**src/rtl/hack_pkg.sv**
```systemverilog
// rtl/hack_pkg.sv - shared types and constants for the Hack ROM loader
package hack_pkg;

  localparam int BYTE_WIDTH = 8;

  typedef enum logic [2:0] {
    IDLE,
    CNT_HI,
    CNT_LO,
    W_HI,
    W_LO,
    WRITE,
    DONE,
    ERROR
  } loader_state_t;

endpackage

```
**src/rtl/rom_loader.sv**
```systemverilog
// rtl/rom_loader.sv - boot-time byte-stream unpacker that fills the Hack instruction ROM
module rom_loader
  import hack_pkg::*;
#(
  parameter int DATA_WIDTH    = 16,
  parameter int ADDRESS_WIDTH = 6
) (
  input  logic                     clk,
  input  logic                     rst_n,
  input  logic                     start,
  input  logic [BYTE_WIDTH-1:0]    byte_in,
  input  logic                     byte_valid,
  output logic                     byte_ready,
  output logic                     rom_we,
  output logic [ADDRESS_WIDTH-1:0] rom_addr,
  output logic [DATA_WIDTH-1:0]    rom_data,
  output logic                     busy,
  output logic                     done,
  output logic                     error,
  output logic                     cpu_hold
);

  localparam int SIZE = 2 ** ADDRESS_WIDTH;
  // Word counter is one bit wider than the address so a full-ROM load (count == SIZE) terminates.
  localparam int CW = ADDRESS_WIDTH + 1;
  localparam logic [16:0] SIZE_L = 17'(SIZE);

  if (DATA_WIDTH != 16) begin : g_bad_width
    $error("rom_loader: only DATA_WIDTH = 16 is supported");
  end

  loader_state_t            state_q, state_d;
  logic [15:0]              count_q, count_d;
  logic [ADDRESS_WIDTH-1:0] addr_q, addr_d;
  logic [DATA_WIDTH-1:0]    data_q, data_d;
  logic [CW-1:0]            wcnt_q, wcnt_d;
  logic                     ready_q, ready_d;
  logic                     we_q, we_d;
  logic                     busy_q, busy_d;
  logic                     done_q, done_d;
  logic                     error_q, error_d;
  logic                     hold_q, hold_d;

  logic                     xfer;
  logic [15:0]              cnt_full;
  logic [CW-1:0]            wcnt_inc;
  logic                     last_word;

  assign xfer      = byte_valid && ready_q;
  assign cnt_full  = {count_q[15:8], byte_in};
  assign wcnt_inc  = wcnt_q + CW'(1);
  assign last_word = ({{(16 - CW){1'b0}}, wcnt_inc} == count_q);

  // State and registered outputs; async reset aborts any session in progress
  always_ff @(posedge clk or negedge rst_n) begin
    if (!rst_n) begin
      state_q <= IDLE;
      ready_q <= 1'b0;
      we_q    <= 1'b0;
      busy_q  <= 1'b0;
      done_q  <= 1'b0;
      error_q <= 1'b0;
      hold_q  <= 1'b1;
    end else begin
      state_q <= state_d;
      ready_q <= ready_d;
      we_q    <= we_d;
      busy_q  <= busy_d;
      done_q  <= done_d;
      error_q <= error_d;
      hold_q  <= hold_d;
    end
  end

  // Next-state logic; start is only honoured in the non-busy states
  always_comb begin
    state_d = state_q;
    case (state_q)
      IDLE, DONE, ERROR: if (start) state_d = CNT_HI;
      CNT_HI:            if (xfer) state_d = CNT_LO;
      CNT_LO: begin
        if (xfer) begin
          if (cnt_full == 16'd0)               state_d = DONE;
          else if ({1'b0, cnt_full} > SIZE_L)  state_d = ERROR;
          else                                 state_d = W_HI;
        end
      end
      W_HI:              if (xfer) state_d = W_LO;
      W_LO:              if (xfer) state_d = WRITE;
      WRITE:             state_d = last_word ? DONE : W_HI;
      default:           state_d = IDLE;
    endcase
  end

  // Output decode from the upcoming state so every output leaves a flop aligned with the state
  always_comb begin
    ready_d = (state_d == CNT_HI) || (state_d == CNT_LO) ||
              (state_d == W_HI)   || (state_d == W_LO);
    we_d    = (state_d == WRITE);
    busy_d  = ready_d || we_d;
    done_d  = (state_d == DONE);
    error_d = (state_d == ERROR);
    hold_d  = !done_d;
  end

  // Datapath next values: byte packing, address and word counting; nothing moves during WRITE
  always_comb begin
    count_d = count_q;
    addr_d  = addr_q;
    data_d  = data_q;
    wcnt_d  = wcnt_q;
    case (state_q)
      IDLE, DONE, ERROR: begin
        if (start) begin
          addr_d = '0;
          wcnt_d = '0;
        end
      end
      CNT_HI: if (xfer) count_d[15:8] = byte_in;
      CNT_LO: if (xfer) count_d[7:0] = byte_in;
      W_HI:   if (xfer) data_d[DATA_WIDTH-1 -: BYTE_WIDTH] = byte_in;
      W_LO:   if (xfer) data_d[BYTE_WIDTH-1:0] = byte_in;
      WRITE: begin
        wcnt_d = wcnt_inc;
        if (!last_word) addr_d = addr_q + ADDRESS_WIDTH'(1);
      end
      default: ;
    endcase
  end

  // Datapath registers
  always_ff @(posedge clk or negedge rst_n) begin
    if (!rst_n) begin
      count_q <= '0;
      addr_q  <= '0;
      data_q  <= '0;
      wcnt_q  <= '0;
    end else begin
      count_q <= count_d;
      addr_q  <= addr_d;
      data_q  <= data_d;
      wcnt_q  <= wcnt_d;
    end
  end

  assign byte_ready = ready_q;
  assign rom_we     = we_q;
  assign rom_addr   = addr_q;
  assign rom_data   = data_q;
  assign busy       = busy_q;
  assign done       = done_q;
  assign error      = error_q;
  assign cpu_hold   = hold_q;

endmodule

```
**config.mk**
```make
export PLATFORM = sky130hd
export DESIGN_NAME = rom_loader
export DESIGN_NICKNAME = d
export VERILOG_FILES = /design/src/rtl/hack_pkg.sv /design/src/rtl/rom_loader.sv
export SDC_FILE = /design/constraint.sdc
export NUM_CORES = 1
export LEC_CHECK = 0
export CAP_MARGIN = 10
export CORE_MARGIN = 5
export CORE_UTILIZATION = 50
export DETAILED_ROUTE_END_ITERATION = 8
export GPL_TIMING_DRIVEN = 0
export PLACE_DENSITY = 0.75
export SYNTH_ARGS = -nofsm -noshare
export SYNTH_HDL_FRONTEND = slang
export SYNTH_SLANG_ARGS = --single-unit
```
**constraint.sdc**
```tcl
create_clock -name clk -period 2.5 [get_ports clk]
set_input_delay 0.5 -clock clk [delete_from_list [all_inputs] [get_ports clk]]
set_output_delay 0.5 -clock clk [all_outputs]
set_load 0.05 [all_outputs]
```
Word level (Yosys, flattened, before mapping):

Cells that the tools add are included.

* bits in registers: 54
* input bits: 12
* output and inout bits: 28

* add/sub/neg operators: 2
* $lt $le $gt $ge: 1
* equal/unequal tests: 17
* multiplexer cells: 14
* reductions and logical operators: 16

Operators by type and width (number)
* == test 3 bit, second input constant: 8
* two-way mux 3 bit: 8
* case mux 3 bit (6 select lines): 1
* == test 7 x 16 -> 1 bit: 1
* greater-than comparator 16 x 7 -> 1 bit, second input constant: 1
* zero test 16 bit: 1
* case mux 7 bit (2 select lines): 1
* == test 3 x 2 -> 1 bit, second input constant: 4
* two-way mux 6 bit: 2
* case mux 6 bit (2 select lines): 1
* AND reduction 2 bit: 5
* adder 7 x 1 -> 7 bit, second input constant: 1
* two-way mux 7 bit: 1
* adder 6 x 1 -> 6 bit, second input constant: 1
* == test 3 x 1 -> 1 bit, second input constant: 2
* logical OR 1 bit: 4
* inequality test 2 bit, second input constant: 2
* zero test 3 bit: 1
* AND reduction 3 bit: 1
* OR reduction 3 bit: 1
* nonzero test 2 bit: 1
* logical AND 1 bit: 1
* zero test 1 bit: 1

Logic depth before layout (Yosys ltp):

* depth after elaboration: 10
* gate-level depth with buffers: 8
* mapped depth without buffers: 7

Least setup slack after synthesis:

OpenSTA, ideal clock, no wires.

* kind: register to register
* start: reg wcnt_q[0]
* end: reg hold_q (netlist: cpu_hold)
* arrival time: 2.195 ns
* setup slack: 0.218 ns
* cell stages (with the launch flop): 8
* buffers on the path: 0
* cell sequence: dfrtp_1 ha_1 xor2_1 or3_1 a311o_1 nor4_4 o211ai_2 or3_1

* longest elaborated chain between the ends: 6

Ends and longest elaborated chain
* from (decl): RTL line rom_loader.sv:36 `logic [CW-1:0] wcnt_q, wcnt_d;`
* from (signal assigned): RTL line rom_loader.sv:142 `wcnt_q <= wcnt_d;`
* adder 7 x 1 -> 7 bit: RTL line rom_loader.sv:51 `assign wcnt_inc = wcnt_q + CW'(1);`
* == test 7 x 16 -> 1 bit: RTL line rom_loader.sv:52 `assign last_word = ({{(16 - CW){1'b0}}, wcnt_inc} == count_q);`
* two-way mux 3 bit: RTL line rom_loader.sv:90 `WRITE: state_d = last_word ? DONE : W_HI;`
* case mux 3 bit (6 select lines): RTL line rom_loader.sv:78 `case (state_q)`
* net state_d[0]: RTL line rom_loader.sv:32 `loader_state_t state_q, state_d;`
* == test 3 bit: RTL line rom_loader.sv:101 `done_d = (state_d == DONE);`
* zero test 1 bit: RTL line rom_loader.sv:103 `hold_d = !done_d;`
* net hold_d: RTL line rom_loader.sv:42 `logic hold_q, hold_d;`
* to (signal assigned): RTL line rom_loader.sv:71 `hold_q <= hold_d;`
* to (decl): RTL line rom_loader.sv:42

The timed path passes the listed nets, and every way through them passes these cells.
A chain may end at the register's enable or synchronous reset.

Worst setup path in the final report:

Ends and elaborated chain as after synthesis.

==> flow_metrics.py <==
metrics = {
    "detailed_routing": {
        "vias_per_cell": 5.38,
        "drt_drc_violations_left": 0,
        "avgRoutedWirePerCell_um": 14.6,
        "ant_nets": 0,
        "vias": 1930,
        "wl_mm": 5.25,
        "drt_iter0_drc": 78,
        "firstDrtPassIters": 4,
    },
    "pwr": {
        "irDropWorstVdd_mv": 0.989,
        "leakagePower_nw": 1.33,
        "p_per_area_nw_per_um2": 1210,
    },
    "timing": {
        "finalHoldViolCount": 0,
        "tightest_slew_ns": 1.12,
        "max_slew_margin_pct": 24.8,
        "rsz0062_at_grt": "false",
        "finalCritPeriodShare_pct": 95.1,
        "skew_ns": 0.00444,
        "max_freq_ghz": 0.421,
        "setup_tns_ns": 0,
        "layout_setup_ws_ns": 0.124,
        "slew_viol_final": 0,
        "post-route-min-period_ns": 2.38,
        "finalSetupViolations": 0,
        "holdWs_ns": 0.152,
    },
    "place": {
        "gp_congestion": 0.822,
        "place_ws_ns": -0.177,
        "dp_hpwl_mm": 3.79,
        "port-buffer-count": 39,
    },
    "setup_path": {
        "timing.reg2reg.worst_path_depth": 7,
        "end_kind": "flip-flop",
        "crit_fanout": 6,
        "critPathTopFamily": "simple AND/OR/NAND/NOR gates",
        "crit_start": "wcnt_q[0]",
        "path_cells": "ha_2 -> xor2_1 -> or3_1 -> a311o_1 -> nor4_4 -> o211ai_2 -> or3_1",
        "r2r-end": "cpu_hold",
        "cp-start-kind": "flip-flop",
        "required_ns": 2.73,
        "crit_type": "reg -> reg",
        "arrival_ns": 2.61,
        "crit_buf_inv": 0,
        "rrSetupSlack_ns": 0.12,
        "critical_path_depth": 7,
        "crit_end": "cpu_hold",
        "crit_path_top_delay_cell": "dfrtp_2",
        "rr_startpoint": "wcnt_q[0]",
        "crit_top_cell": "or3_1",
        "slowest_delay_ns": 0.45,
    },
    "grt": {
        "antenna_found_initial": 0,
        "gr-usage-met3_pct": 3.62,
        "busiest_layer": "met2",
        "first_global_vias": 1909,
        "grt_pass1_wl_mm": 9.23,
        "grt_start_max_net_pins": 35,
        "overflow": 0,
        "grt_util_met1_pct": 24.5,
        "met2_usage_pct": 28.4,
        "grt_usage_pct": 17.8,
    },
    "cts": {
        "clock_latency_ns": 0.30,
        "cts.hold.buffers_added": 0,
        "cts_tree": "yes",
        "clk_pin_slew_ns": 0.09,
        "cts_buffers": 5,
        "cts_buffer_depth": 2,
        "root_buffer": "clkbuf_8",
        "cts_sinks": 54,
        "h-tree-depth": 2,
    },
    "floorplan": {
        "die_area_um2": 6730,
        "ios": 40,
        "die_w_um": 82.0,
        "core_um2": 5070,
        "rows": 26,
        "initial_core_util_pct": 51.1,
        "dieHeight_um": 82.0,
    },
    "synthesis": {
        "synth_flop_cell": "dfrtp_1",
        "syn_inst": 238,
        "synthDistinctLibCells": 48,
        "ys_seq_area_share_pct": 52.1,
        "syn_area_per_cell_um2": 10.9,
        "yosys_warnings": 0,
        "synth_enable_flop_cells": 0,
        "ys_ff_latch": 54,
        "syn-cell-area_um2": 2590,
        "synth_nets": 252,
        "async_flop_share_pct": 100,
    },
    "job": {
        "drv_cap": 0,
    },
    "finish": {
        "fillerInstances": 431,
        "antenna_cells": 0,
        "synthToLayoutAreaGrowth_pct": 23.5,
        "layout_common_cells": "dfrtp_1 (52), nand2_1 (42), clkdlybuf4s50_1 (38)",
        "ff_latch_area_um2": 1350,
        "final_common_cell": "dfrtp_1",
        "multi_input_area_um2": 1190,
        "drive_gt1_share_pct": 17.0,
        "layout.nets": 302,
    },
    "outcome": {
        "outcome": "completed",
    },
    "worst_hold_path": {
        "hp-class": "in -> async",
    },
}
synthesized netlist by cell type, types with 3 or more instances:
cell type	instances	area (um2)
a21oi_1	5	25.0
clkbuf_1	5	18.8
dfrtp_1	53	1330
inv_1	5	18.8
mux2_2	24	270
mux2i_1	8	80.1
nand2_1	42	158
nand2b_1	4	25.0
nand3_1	9	45.0
nand4_1	3	18.8
nor2_1	7	26.3
nor3_1	7	35.0
o21ai_0	13	65.1
or3_1	6	37.5
xnor2_1	4	35.0
xor2_1	4	35.0
state kept, by name (all words and copies together), names as in the netlist, 3 cells and up:
name / cells
state_q: 3
rom_data: 16
rom_addr: 6
wcnt_q: 7
count_q: 16
metal layers:
layer	share of wire, %	wire [um]	vias up
met4	1.4	74	0
met3	3.0	155	6
met2	48	2500	28
met5	0	0	-
li1	-	-	951
met1	48	2520	945
kinds of logic after synthesis:
kind of cell    Yosys count  share of synthesized area (%)
xor+xnor                  8                           2.70
buf+inv                  13                           2.03
flops                    54                           52.1
simple gates             96                           20.0
compound gates           33                           8.73
fa+ha+maj                 2                          0.964
mux                      32                           13.5
metrics by stage:
step,power [mW],instances,utilization (%),area [um2]
3_5_place_dp,3.41,348,60.8,3090
6_report,3.89,359,63.2,3210
2_1_floorplan,2.83,238,-,2590
4_1_cts,3.91,358,62.9,3190
3_3_place_gp,3.37,347,60.6,3070
5_1_grt,4.15,359,63.2,3210
report_power, final:
part           switching, mW  internal [mW]
Combinational           1.16          0.766
Sequential             0.254           1.21
Clock                  0.268          0.224
how the worst min path moves through the flow:
stage	start	to	slack, ns	depth (start not counted)
global placement	rom_data[4]	rom_data[4]	0.46	2
floorplan	rst_n	busy	0.20	0
finish	rst_n	rom_data[10]	0.15	1
CTS	rst_n	rom_data[10]	0.15	1
global route	rst_n	rom_data[15]	0.18	1
detailed placement	rom_data[1]	rom_data[1]	0.46	2
cell type report:
cell class | count | area share [%]
clock inverters | 1 | 0.156
inverters | 6 | 0.703
multi-input cells | 171 | 37.2
repair buffers | 43 | 13.3
plain buffers | 7 | 0.937
well taps | 70 | 2.73
flip-flops and latches | 54 | 42.2
clock buffers | 7 | 2.69
repair_timing:
| item | in CTS | in global routing |
|---|---|---|
| pin swaps | 1 | 0 |
| endpoints found under the setup margin | 1 | 7 |
| setup buffers | 2 | 1 |
| resized for setup | 0 | 2 |
No activity file was read; power rests on OpenSTA's default activity.
